## config.mk

```make
export PLATFORM = sky130hd
export DESIGN_NAME = pipeline_ctrl
export DESIGN_NICKNAME = d
export VERILOG_FILES = /design/src/rtl/pipeline_ctrl.sv
export SDC_FILE = /design/constraint.sdc
export NUM_CORES = 1
export LEC_CHECK = 0
export ABC_AREA = 1
export BUFFER_PORTS_ARGS = -buffer_cell sky130_fd_sc_hd__buf_2
export CAP_MARGIN = 20
export CORE_AREA = 2 2 39 41
export CTS_CLUSTER_SIZE = 24
export DETAILED_ROUTE_END_ITERATION = 8
export DIE_AREA = 0 0 41 43
export GPL_TIMING_DRIVEN = 0
export PLACE_DENSITY = 0.41
export SETUP_SLACK_MARGIN = 0.1
export SLEW_MARGIN = 20
export SYNTH_ARGS = -nofsm -noshare
export SYNTH_HDL_FRONTEND = slang
export SYNTH_SLANG_ARGS = --single-unit
```

## constraint.sdc

```tcl
create_clock -name CLK -period 1 [get_ports CLK]
set_clock_uncertainty 0.05 [all_clocks]
set_input_delay 0.05 -clock CLK [delete_from_list [all_inputs] [get_ports CLK]]
set_output_delay 0.05 -clock CLK [all_outputs]
set_load 0.03 [all_outputs]
```

## src/rtl/pipeline_ctrl.sv

```systemverilog
// Pipeline hazard/stall controller: RUN/DWAIT/DRAIN/HALTED FSM producing latch enables and bubble flushes.
// Optional data-stall cycle counter on port stall_cnt is built only when STALL_CNT_EN is defined.
module pipeline_ctrl (
   input  logic        CLK,
   input  logic        RST,
   input  logic        ihit,
   input  logic        dhit,
   input  logic        dmemREN_mem,
   input  logic        dmemWEN_mem,
   input  logic        halt_mem,
   input  logic        branch_taken,
   input  logic        loaduse,
   output logic        pc_en,
   output logic        ifid_en,
   output logic        idex_en,
   output logic        exmem_en,
   output logic        memwb_en,
   output logic        ifid_flush,
   output logic        idex_flush,
   output logic        exmem_flush,
   output logic        memwb_flush,
   output logic        halted,
   output logic [1:0]  state
`ifdef STALL_CNT_EN
   ,
   output logic [31:0] stall_cnt
`endif
);

   typedef enum logic [1:0] {
      RUN    = 2'b00,
      DWAIT  = 2'b01,
      DRAIN  = 2'b10,
      HALTED = 2'b11
   } state_t;

   state_t state_reg, state_next;
   logic   data_stall;

   // A pending MEM access without dhit freezes everything upstream of WB.
   assign data_stall = ((state_reg == RUN) || (state_reg == DWAIT)) &&
                       (dmemREN_mem || dmemWEN_mem) && !dhit;

   assign state  = state_reg;
   assign halted = (state_reg == HALTED);

   always_ff @(posedge CLK) begin
      if (RST) state_reg <= RUN;
      else     state_reg <= state_next;
   end

   always_comb begin
      state_next  = state_reg;
      pc_en       = 1'b0;
      ifid_en     = 1'b0;
      idex_en     = 1'b0;
      exmem_en    = 1'b0;
      memwb_en    = 1'b0;
      ifid_flush  = 1'b0;
      idex_flush  = 1'b0;
      exmem_flush = 1'b0;
      memwb_flush = 1'b0;
      if (RST) begin
         state_next  = RUN;
         ifid_flush  = 1'b1;
         idex_flush  = 1'b1;
         exmem_flush = 1'b1;
         memwb_flush = 1'b1;
      end else begin
         case (state_reg)
            RUN, DWAIT: begin
               if (data_stall) begin
                  state_next  = DWAIT;
                  memwb_en    = 1'b1;
                  memwb_flush = 1'b1;
               end else begin
                  // Release from DWAIT re-evaluates the normal priority chain in the same cycle.
                  state_next = RUN;
                  pc_en      = 1'b1;
                  ifid_en    = 1'b1;
                  idex_en    = 1'b1;
                  exmem_en   = 1'b1;
                  memwb_en   = 1'b1;
                  if (halt_mem) begin
                     state_next  = DRAIN;
                     pc_en       = 1'b0;
                     ifid_flush  = 1'b1;
                     idex_flush  = 1'b1;
                     exmem_flush = 1'b1;
                  end else if (branch_taken) begin
                     ifid_flush = 1'b1;
                     idex_flush = 1'b1;
                  end else if (loaduse) begin
                     pc_en      = 1'b0;
                     ifid_en    = 1'b0;
                     idex_flush = 1'b1;
                  end else if (!ihit) begin
                     pc_en      = 1'b0;
                     ifid_flush = 1'b1;
                  end
               end
            end
            DRAIN: begin
               state_next  = HALTED;
               ifid_en     = 1'b1;
               idex_en     = 1'b1;
               exmem_en    = 1'b1;
               memwb_en    = 1'b1;
               ifid_flush  = 1'b1;
               idex_flush  = 1'b1;
               exmem_flush = 1'b1;
            end
            HALTED: begin
               state_next = HALTED;
            end
         endcase
      end
   end

`ifdef STALL_CNT_EN
   logic [31:0] stall_cnt_reg;

   // Saturating; data_stall is never true in DRAIN/HALTED, so the count freezes there.
   always_ff @(posedge CLK) begin
      if (RST)
         stall_cnt_reg <= 32'd0;
      else if (data_stall && (stall_cnt_reg != 32'hFFFF_FFFF))
         stall_cnt_reg <= stall_cnt_reg + 32'd1;
   end

   assign stall_cnt = stall_cnt_reg;
`endif

endmodule

```

; ---- Word level (Yosys, flattened, before mapping)
; Index checks and enable logic that the tools add are counted.
[totals]
reg_bits = 2
input_bits = 9
output_inout_bits = 12
word_cells = 54
[op_classes]
n_reduce_logical = 9
eq_ne = 3
mux = 41
[op_table]
columns = op, n
row1 = $mux W1, 33
row2 = $pmux W1 S2, 5
row3 = $eq A2 B2 Y1 const B, 2
row4 = $mux W2, 2
row5 = $pmux W2 S2, 1
row6 = $reduce_or A2 Y1, 2
row7 = $reduce_or A3 Y1, 1
row8 = $eq A2 B1 Y1 const B, 1
row9 = $logic_and A1 B1 Y1, 2
row10 = $logic_not A2 Y1, 1
row11 = $logic_or A1 B1 Y1, 2
row12 = $logic_not A1 Y1, 1

; ---- Depth between registers and ports, before layout
[depth]
depth_word = 7
mapped_depth = 6
depth_no_buf = 5

; ---- Worst setup path after synthesis
; OpenSTA, ideal clock, no wires.
[synth_timing]
kind = reg2out
from = reg state_reg[1], in the netlist state[1]
to = out idex_en
slack_ps = -387
path_stages_with_launch = 6
n_path_buf = 1
arrival_ps = 1287
t_required_ps = 900
cell_sequence = dfxtp_1 -> nor2_2 -> nand2_4 -> nand3_2 -> inv_1 -> buf_4
[synth_between]
elab_chain_len = 7
word_cells_on_any_way = 10
cone_classes = eq/ne: 2 / mux: 3 / reduce/logical: 5
[synth_rtl]
columns = element, line
row1 = "start, declared", 37  ; state_t state_reg, state_next;
row2 = "start signal, assigned", 49  ; else state_reg <= state_next;
row3 = $eq A2 B1 Y1 or $logic_not A2 Y1 (tied branches), -
row4 = $logic_or A1 B1 Y1, 41  ; assign data_stall = ((state_reg == RUN) || (state_reg == DWAIT)) &&
row5 = $logic_and A1 B1 Y1, 41
row6 = $logic_and A1 B1 Y1, 42  ; (dmemREN_mem || dmemWEN_mem) && !dhit;
row7 = $mux W1, -
row8 = $pmux W1 S2 (*), -
row9 = $mux W1 (*), -
row10 = "end, declared", 15  ; output logic idex_en,
; Every way passes the cells marked *; elsewhere a longest branch is shown, timed or not.

; ---- Final worst setup path
[layout_timing]
from = reg state_reg[1], in the netlist state[1]
to = out idex_en
[layout_between]
elab_chain_len = 7
word_cells_on_any_way = 10
cone_classes = eq/ne: 2 / mux: 3 / reduce/logical: 5
[layout_rtl]
columns = element, line
row1 = $eq A2 B1 Y1 or $logic_not A2 Y1 (tied branches), "41, 70"
row2 = $logic_or A1 B1 Y1, 41
row3 = $logic_and A1 B1 Y1, 41
row4 = $logic_and A1 B1 Y1, 42
row5 = $mux W1, 72  ; if (data_stall) begin
row6 = $pmux W1 S2 (*), 70  ; case (state_reg)
row7 = $mux W1 (*), 63  ; if (RST) begin
; Marked as above.

==> summary.md <==
| Metric | Value |
|---|---|
| DRT antenna net count | 0 |
| Area occupied by registers | between 40 and 50 µm² |
| Pin count of the biggest net entering global routing | 7 |
| Initial antenna violation count | 0 |
| Required @ worst endpoint | around 0.9 ns |
| WL final | about 630 µm |
| Distinct cells, synth | 11 |
| GR Overflow Total | 0 |
| Layout Nets | 77 |
| Max IR drop VDD | 0.000828 V |
| Die H | roughly 43 µm |
| Critical path capture point type | output port |
| Core Footprint | around 1400 µm² |
| Slew Limit Headroom | 0.868 |
| Crit Reg-Reg Endpoint | state[0] |
| Area delta synth->final | 143% |
| Synth Area per Inst | roughly 5.6 µm² |
| Failing checks | setup timing |
| Most frequent cells in the layout | buf_6 (9), buf_2 (9), nor2_4 (6), buf_4 (6) |
| DR vias | just over 300 |
| Seq/Total Area, Yosys | 0.184 |
| Synthesized area | around 220 µm² |
| Reg2reg setup slack | 0.08 ns |
| Die area | about 1800 µm² |
| TritonCTS Buffers | 3 |
| Reg2reg path depth | 4 |
| Share of layout cells above drive strength 1 | 0.716 |
| Crit-path cells | nor2_4 -> nand2_4 -> nand3_4 -> inv_6 -> buf_6 -> buf_6 |
| Number of global-route vias before repair | 237 |
| Min-delay src | RST |
| Chip Width | approximately 40 µm |
| FP Rows | 14 |
| Share of total power in sequential cells | 0.163 |
| Wire length per cell | about 7.6 µm |
| Worst-path clk slew | around 0.030 ns |
| RR Startpoint | state[1] |
| RSZ-0062 raised after global routing | yes |
| Pint | ~370 µW |
| Max incr delay on CP | approximately 0.37 ns |
| Most Frequent Cell on Critical Path | buf_6 |
| Fillcell total | 149 |
| Crit path max fanout | 6 |
| H-tree lvl count | 1 |
| Place WS | -0.0562 ns |
| TritonCTS clock tree | done |
| Worst Hold Class | in2reg |
| First DRT Iteration DRCs | 1 |
| Clk Latency, worst-skew pair | around 0.23 ns |
| Fmax | about 800 MHz |
| Minimum clock period after layout | roughly 1.3 ns |
| CP max stage cell | dfxtp_4 |
| Pins Over Slew Limit | 0 |
| Startpoint types | register |
| Residual DRC count | 0 |
| Pleak | 0.275 nW |
| Tcrit/Tclk final | 1.25 |
| Gate Count Post-Synth | 39 |
| Gate power share | 0.501 |
| Crit path from | state[1] |
| Clock power frac | 0.336 |
| Total Power | between 600 and 700 µW |
| Hold Worst Slack | about 0.034 ns |
| Endpoints failing setup | 10 |
| IO Pins | 21 |
| Starting Density | 0.157 |
| YS warnings | 0 |
| Antenna cells | 0 |
| Cells after DPL | 75 |
| GRT Util Overall | 0.0799 |
| Global-route wire length before repair | ~940 µm |
| Post-route insts no fill | 83 |
| Critical path class | reg2out |
| Clk buf depth | 2 |
| Final core area utilization | 0.382 |
| MaxCap Viol Count | 0 |
| PD cells | approximately 1100 nW/µm² |
| Mapped Nets | between 40 and 50 |
| Switching power total | 239 µW |
| Multi-input logic area | 201 µm² |
| WHS Endpoint | state[0] |
| Seq cells post-synth | 2 |
| Root Buffer | clkbuf_4 |
| Sw frac | 0.395 |
| Final hold vios | 0 |
| Vias per cell | approximately 3.7 |
| Status | finished with violations |
| IO Port Bufs | 20 |
| Min-Delay Path Depth | 2 |
| TritonCTS sink count | 2 |
| Final GP Congestion | approximately 0.64 |
| Worst EP arrival | between 1 and 1.5 ns |
| Max FFs per register | 2 |
| DR pass1 iterations | 2 |
| HPWL after DPL | about 530 µm |
| Final critical-path setup slack | -0.253 ns |
| Worst-Margin Slew | approximately 0.2 ns |
-- cells by family (layout without fill, tap and decap cells) --
kind of cell	Yosys count	in the layout	share of synthesized area
compound gates	2	2	0.0459
buf+inv	9	37	0.172
flops	2	2	0.184
simple gates	26	26	0.598
-- final cells by class --
type | count | share of cell area
inverters | 8 | 0.0709
multi-input cells | 28 | 0.381
clock buffers | 4 | 0.0496
flip-flops and latches | 2 | 0.0851
repair buffers | 24 | 0.355
well taps | 16 | 0.0378
plain buffers | 1 | 0.0213
-- stage by stage --
step	setup TNS, ns	cell area (µm²)
after floorplan	0	272
after global placement	-0.177	392
after detailed placement	-0.198	392
after CTS	-2.01	458
after global routing	-2.24	529
final	-1.66	529
-- what timing repair did --
action,in CTS,in global routing
pin swaps,1,6
endpoints found under the setup margin,11,11
gates resized for setup,15,12
endpoints found under the hold margin,0,0
buffers inserted,0,4
hold buffers,0,0
gates cloned,0,0
-- synthesized netlist by cell type --
library cell	instances	area [µm²]
o21ai_0	1	5.00
dfxtp_1	2	40.0
buf_4	1	7.51
nand3_1	3	15.0
nor2_2	3	18.8
nor2_1	8	30.0
a21oi_1	1	5.00
nand2_4	2	22.5
inv_1	8	30.0
nand2_1	9	33.8
nand3_2	1	10.0
-- power by group through the flow --
stage | Sequential, mW | Combinational, mW | Clock, mW
4_1_cts | 0.0962 | 0.268 | 0.213
6_report | 0.0989 | 0.304 | 0.203
5_1_grt | 0.100 | 0.328 | 0.231
2_1_floorplan | 0.108 | 0.162 | 0
3_5_place_dp | 0.0968 | 0.239 | 0
3_3_place_gp | 0.0973 | 0.238 | 0
-- per-layer routing --
metal | share of wire | routed length [µm] | track usage
met1 | 0.47 | 296 | 0.108
met2 | 0.44 | 277 | 0.0969
met3 | 0.095 | 60 | 0.0471
met4 | 0 | 0 | 0.0400
met5 | 0 | 0 | 0
-- worst max path at each step --
stage / to / slack [ns] / cells after the start
after CTS: exmem_flush / -0.27 / 5
final: idex_en / -0.25 / 6
after detailed placement: exmem_flush / -0.06 / 5
after global placement: exmem_flush / -0.05 / 5
after floorplan: idex_en / 0.01 / 5
after global routing: idex_en / -0.31 / 6
-- critical path, delay by kind of cell, from the launching register on --
kind	cells	cell delay, ns
flip-flops	1	0.37
AND/OR/NAND/NOR	3	0.29
buffers and inverters	3	0.26
(Power assumes the default switching activity.)
